$ cat config.mk
export PLATFORM = sky130hd
export DESIGN_NAME = grant_decoder
export DESIGN_NICKNAME = d
export VERILOG_FILES = /design/src/rtl/grant_decoder_pkg.sv /design/src/rtl/grant_decoder_dec.sv /design/src/rtl/grant_decoder.sv
export SDC_FILE = /design/constraint.sdc
export NUM_CORES = 1
export LEC_CHECK = 0
export ABC_AREA = 1
export BUFFER_PORTS_ARGS = -buffer_cell sky130_fd_sc_hd__buf_2
export CAP_MARGIN = 40
export CORE_MARGIN = 8
export CORE_UTILIZATION = 46
export CTS_CLUSTER_DIAMETER = 80
export DETAILED_ROUTE_END_ITERATION = 12
export PLACE_DENSITY = 0.85
export SYNTH_ARGS = -nofsm -noshare
export SYNTH_HDL_FRONTEND = slang
export SYNTH_SLANG_ARGS = --single-unit
$ cat constraint.sdc
create_clock -name clock -period 1.63 [get_ports clock]
set_input_delay 0.326 -clock clock [delete_from_list [all_inputs] [get_ports clock]]
set_output_delay 0.326 -clock clock [all_outputs]
set_load 0.1 [all_outputs]
$ cat src/rtl/grant_decoder_pkg.sv
// ---------------------------------------------------------------------------
// grant_decoder_pkg
//   Shared types and helpers for the grant-decoder path.
//   - gd_state_e : decoder FSM state (IDLE / GRANT).
//   - idx_w()    : width of an encoded requester index. The arbiter and the
//                  decoder both use it, so the two ends always agree on the
//                  grant-number width for a given NUM_ENTRY.
// ---------------------------------------------------------------------------
package grant_decoder_pkg;

    typedef enum logic {
        IDLE  = 1'b0,
        GRANT = 1'b1
    } gd_state_e;

    // $clog2(n), held at a minimum of 1 so a single-requester build still
    // has a legal (1-bit) index port.
    function automatic int idx_w(input int n);
        return (n > 1) ? $clog2(n) : 1;
    endfunction

endpackage

$ cat src/rtl/grant_decoder_dec.sv
// ---------------------------------------------------------------------------
// Decoder
//   Combinational index -> one-hot conversion; counterpart of Encoder.
//   Indices >= NUM_ENTRY match no bit position, so the output is all-zero.
//
//   Ports:
//     I_Data  in   idx_w(NUM_ENTRY)  encoded index
//     O_Dec   out  NUM_ENTRY         one-hot of I_Data, zero when out of range
// ---------------------------------------------------------------------------
module Decoder
    import grant_decoder_pkg::*;
#(
    parameter  int NUM_ENTRY = 20,
    localparam int IW        = idx_w(NUM_ENTRY)
) (
    input  logic [IW-1:0]        I_Data,
    output logic [NUM_ENTRY-1:0] O_Dec
);

    always_comb begin
        O_Dec = '0;
        for (int i = 0; i < NUM_ENTRY; i++) begin
            O_Dec[i] = (I_Data == IW'(i));
        end
    end

endmodule

$ cat src/rtl/grant_decoder.sv
// ---------------------------------------------------------------------------
// grant_decoder
//   Consumer end of the priority-arbitration path. Takes an encoded grant
//   number from the arbiter, turns it into a registered one-hot grant and
//   holds it until the holder releases it or the hold timer revokes it.
//
//   Ports:
//     clock      in   1          rising-edge clock
//     reset      in   1          asynchronous active-low reset
//     I_Grt      in   IW         encoded grant number
//     I_Vld      in   1          I_Grt valid
//     O_Rdy      out  1          can accept a grant number (state IDLE)
//     I_Rls      in   NUM_ENTRY  per-requester release; only holder's bit used
//     O_Grt      out  NUM_ENTRY  registered one-hot grant, zero when idle
//     O_Idx      out  IW         holder index, zero when idle
//     O_Busy     out  1          a grant is held
//     O_Timeout  out  1          one-cycle pulse on timeout revocation
//     O_Err      out  1          one-cycle pulse after an out-of-range accept
// ---------------------------------------------------------------------------
module grant_decoder
    import grant_decoder_pkg::*;
#(
    parameter  int NUM_ENTRY = 20,
    parameter  int HOLD_MAX  = 16,
    localparam int IW        = idx_w(NUM_ENTRY)
) (
    input  logic                 clock,
    input  logic                 reset,
    input  logic [IW-1:0]        I_Grt,
    input  logic                 I_Vld,
    output logic                 O_Rdy,
    input  logic [NUM_ENTRY-1:0] I_Rls,
    output logic [NUM_ENTRY-1:0] O_Grt,
    output logic [IW-1:0]        O_Idx,
    output logic                 O_Busy,
    output logic                 O_Timeout,
    output logic                 O_Err
);

    localparam int             CW       = $clog2(HOLD_MAX + 1);
    localparam logic [CW-1:0]  CNT_LAST = CW'(HOLD_MAX - 1);
    localparam logic [CW-1:0]  CNT_SAT  = CW'(HOLD_MAX);
    // One extra bit so the range check still works when NUM_ENTRY == 2**IW.
    localparam logic [IW:0]    NE_L     = (IW + 1)'(NUM_ENTRY);

    gd_state_e             state_q, state_d;
    logic [NUM_ENTRY-1:0]  grt_q, grt_d;
    logic [IW-1:0]         idx_q, idx_d;
    logic [CW-1:0]         cnt_q, cnt_d;
    logic                  to_q, to_d;
    logic                  err_q, err_d;

    logic [NUM_ENTRY-1:0]  dec_grt;
    logic                  in_range;
    logic                  holder_rls;

    Decoder #(
        .NUM_ENTRY (NUM_ENTRY)
    ) u_dec (
        .I_Data (I_Grt),
        .O_Dec  (dec_grt)
    );

    assign in_range   = ({1'b0, I_Grt} < NE_L);
    // grt_q is one-hot on the holder, so masking picks out only its release
    // bit; foreign releases and releases while idle (grt_q == 0) vanish.
    assign holder_rls = |(I_Rls & grt_q);

    always_comb begin
        state_d = state_q;
        grt_d   = grt_q;
        idx_d   = idx_q;
        cnt_d   = cnt_q;
        to_d    = 1'b0;
        err_d   = 1'b0;

        unique case (state_q)
            IDLE: begin
                if (I_Vld) begin
                    if (in_range) begin
                        grt_d   = dec_grt;
                        idx_d   = I_Grt;
                        cnt_d   = '0;
                        state_d = GRANT;
                    end else begin
                        err_d   = 1'b1;
                    end
                end
            end

            GRANT: begin
                cnt_d = (cnt_q == CNT_SAT) ? cnt_q : cnt_q + 1'b1;
                // Release is checked first so it wins over a same-cycle
                // timeout and suppresses the timeout pulse.
                if (holder_rls || (cnt_q == CNT_LAST)) begin
                    to_d    = ~holder_rls;
                    grt_d   = '0;
                    idx_d   = '0;
                    cnt_d   = '0;
                    state_d = IDLE;
                end
            end

            default: begin
                grt_d   = '0;
                idx_d   = '0;
                cnt_d   = '0;
                state_d = IDLE;
            end
        endcase
    end

    always_ff @(posedge clock or negedge reset) begin
        if (!reset) begin
            state_q <= IDLE;
            grt_q   <= '0;
            idx_q   <= '0;
            cnt_q   <= '0;
            to_q    <= 1'b0;
            err_q   <= 1'b0;
        end else begin
            state_q <= state_d;
            grt_q   <= grt_d;
            idx_q   <= idx_d;
            cnt_q   <= cnt_d;
            to_q    <= to_d;
            err_q   <= err_d;
        end
    end

    assign O_Grt     = grt_q;
    assign O_Idx     = idx_q;
    assign O_Busy    = (state_q == GRANT);
    assign O_Rdy     = (state_q == IDLE);
    assign O_Timeout = to_q;
    assign O_Err     = err_q;

endmodule
==> flow_summary.toml <==
[timing]
fin_crit_sh_pct = 101
skew_ns = 0.00489
tightest_slew_ns = 0.496
setup_ws_ns = -0.00918
setup_viol = 2
max_freq_ghz = 0.610
setup_tns_ns = -0.0173
slew_viol_final = 0
slew_headroom_pct = 67.1
fin_crit_ns = 1.64
rsz0062_at_grt = "yes"
hold_viol = 0

[detailed_routing]
avgRoutedWirePerCell_um = 13.0
drtPass1Iterations = 4
vias = 1795
ant_nets = 0
route.detailed.drc = 0
routed_wirelength_um = 4750
vias_per_cell = 4.92
drtIter0Drc = 78

[synthesis]
synth_edf_count = 0
synth_top_area_share_pct = 45.8
ys_seq_elements = 33
syn_area_mm2 = 0.00180
async_flop_share_pct = 100
yosysMostFrequentCell = "nand2_1"
synthTopCellsByArea = "dfrtp_1, nand2_1, nand3_1, nor2_1, nand2_2"
syn_inst = 238
synth_flop_cell = "dfrtp_1"
synth_cell_types = 24
syn-num-nets = 269
ys_seq_area_share_pct = 45.8
syn_area_per_cell_um2 = 7.58
yosysWarningCount = 0
synth_common_cells = "nand2_1, dfrtp_1, nor2_1"
synth_area_leader_cell = "dfrtp_1"

[pwr]
irDropWorstVdd_mv = 1.21
p_leak_nw = 1.37
p_per_area_mw_per_mm2 = 1660

[place]
portBuffers = 56
dp_hpwl_um = 3690
pre_cts_slack_ns = -0.0911
place_congestion = 0.893

[clock_network]
clockBufferDepth = 2
worstSkewPairLatency_ns = 0.28
path_clk_slew_ns = 0.06
clkSinkCount = 33
cts_buffers = 5
cts_tree = "yes"
cts_root_buf = "clkbuf_8"
htreeDepth = 2

[run_status]
status = "complete, but fails checks"
violations = "setup timing"

[floorplanning]
die_height_um = 78.6
die_w_um = 78.6
dieArea_mm2 = 0.00618
start_util_pct = 48.6
core_area_mm2 = 0.00372
rows = 22
ios = 57

[worst_hold_path]
min_path_cells = 3
hold_class = "input port to flip-flop"

[critical_path]
r2r_cells = 11
critical-path-top-delay-family = "simple AND/OR/NAND/NOR gates"
critPathKind = "flip-flop to flip-flop"
crit_chain = "ha_2 -> nand2_2 -> nor2_2 -> ha_2 -> inv_4 -> nand4_1 -> nor3_2 -> nand2_1 -> nand2_2 -> nand2_1 -> o21ai_1"
cp-end-kind = "flip-flop"
cp.depth = 11
worstPathArrival_ns = 1.84
cp_max_fo = 5
crit_required_ns = 1.83
cp_slowest_stage_delay_ns = 0.38
start_kind = "flip-flop"
critPathSlowestCell = "dfrtp_1"
path_buf_inv = 1
rrSetupSlack_ns = -0.009

[global_routing]
grt_overflow_total = 0
antenna_found_initial = 0
grt_max_degree = 26
grt_pass1_wl_um = 7890
grt_pass1_vias = 1798
grtUsageTotal_pct = 15.4

[cells_and_area]
drive_above_1_share_pct = 42.3
diodes = 0
num-fill-cells = 330
nets = 347
syn2layout_area_growth_pct = 36.3

[run]
maxCapViolCount = 0
[layer usage]
layer	track usage, %	vias to the layer above	wire (µm)
met5	0	-	0
met4	3.89	0	48
met3	4.10	6	252
met2	27.6	47	2550
met1	17.5	836	1900
li1	-	906	-
[per-stage QoR]
step                      std cells  instance area (µm²)  power [W]  util, %  hold slack, ns
after detailed placement        351                 2260    0.00326     60.9           0.240
after CTS                       361                 2370    0.00390     63.8           0.321
final                           365                 2460    0.00408     66.2           0.324
after global placement          351                 2260    0.00323     60.9           0.233
after global routing            365                 2460    0.00427     66.2           0.336
after floorplan                 238                 1850    0.00287        -          0.0304
[cell type report]
class | instances | area (µm²) | share of cell area (%)
sequential | 33 | 855 | 34.8
inverter | 18 | 73.8 | 3.00
clock buffer | 8 | 90.1 | 3.66
tap | 48 | 60.1 | 2.44
multi-input combinational | 183 | 927 | 37.7
timing repair buffer | 75 | 453 | 18.4
[cell families (layout without fill, tap and decap cells)]
group | after synthesis | count (layout) | share of synthesized area (%)
simple gates | 170 | 171 | 42.8
flops | 33 | 33 | 45.8
fa+ha+maj | 3 | 3 | 2.08
xor+xnor | 2 | 2 | 0.971
buf+inv | 23 | 101 | 6.24
compound gates | 7 | 7 | 2.15
[flip-flops by register name, indices dropped and copies added, names as in the netlist]
name	count
O_Busy	1
O_Err	1
O_Grt	20
O_Idx	5
O_Timeout	1
cnt_q	5
[cell usage in the layout, fill, tap and decap left out, types with 2 or more instances in the layout]
cell type,count
buf_12,2
buf_2,55
buf_4,17
clkbuf_1,2
clkbuf_8,6
dfrtp_1,12
dfrtp_2,20
ha_2,2
inv_1,16
nand2_1,90
nand2_2,15
nand3_1,21
nand3_4,2
nand4_1,5
nor2_1,22
nor2_2,4
nor3_1,5
o21ai_0,2
o21ai_1,3
o21ai_2,2
xor2_1,2
[power by group]
part	switching, W	internal [W]
Combinational	0.00175	0.000588
Sequential	0.000136	0.000973
Clock	0.000285	0.000344
[worst paths after layout]
check | start | to
setup / recovery | cnt_q[0] | cnt_q[0]
setup reg to reg | cnt_q[0] | cnt_q[0]
max in group asynchronous | reset | O_Grt[7]
hold reg to reg | O_Idx[2] | O_Idx[2]
hold / removal | I_Grt[1] | O_Idx[1]
min in group asynchronous | reset | O_Idx[1]
[repair_timing]
action / 4_1_cts / 5_1_grt
hold buffers: 1 / 0
gates resized for setup: 2 / 20
endpoints found under the setup margin: 5 / 31
pin swaps: 2 / 9
gates cloned: 1 / 0
endpoints found under the hold margin: 13 / 0
setup buffers: 0 / 4
[worst register-to-register path: cells and delay by family (launching register included)]
| kind | cells | cell delay (ns) |
|---|---|---|
| compound gates | 1 | 0.08 |
| buf+inv | 1 | 0.07 |
| simple gates | 7 | 0.66 |
| fa+ha+maj | 2 | 0.38 |
| flops | 1 | 0.38 |
Note: power is estimated with default switching activity, not from simulation.
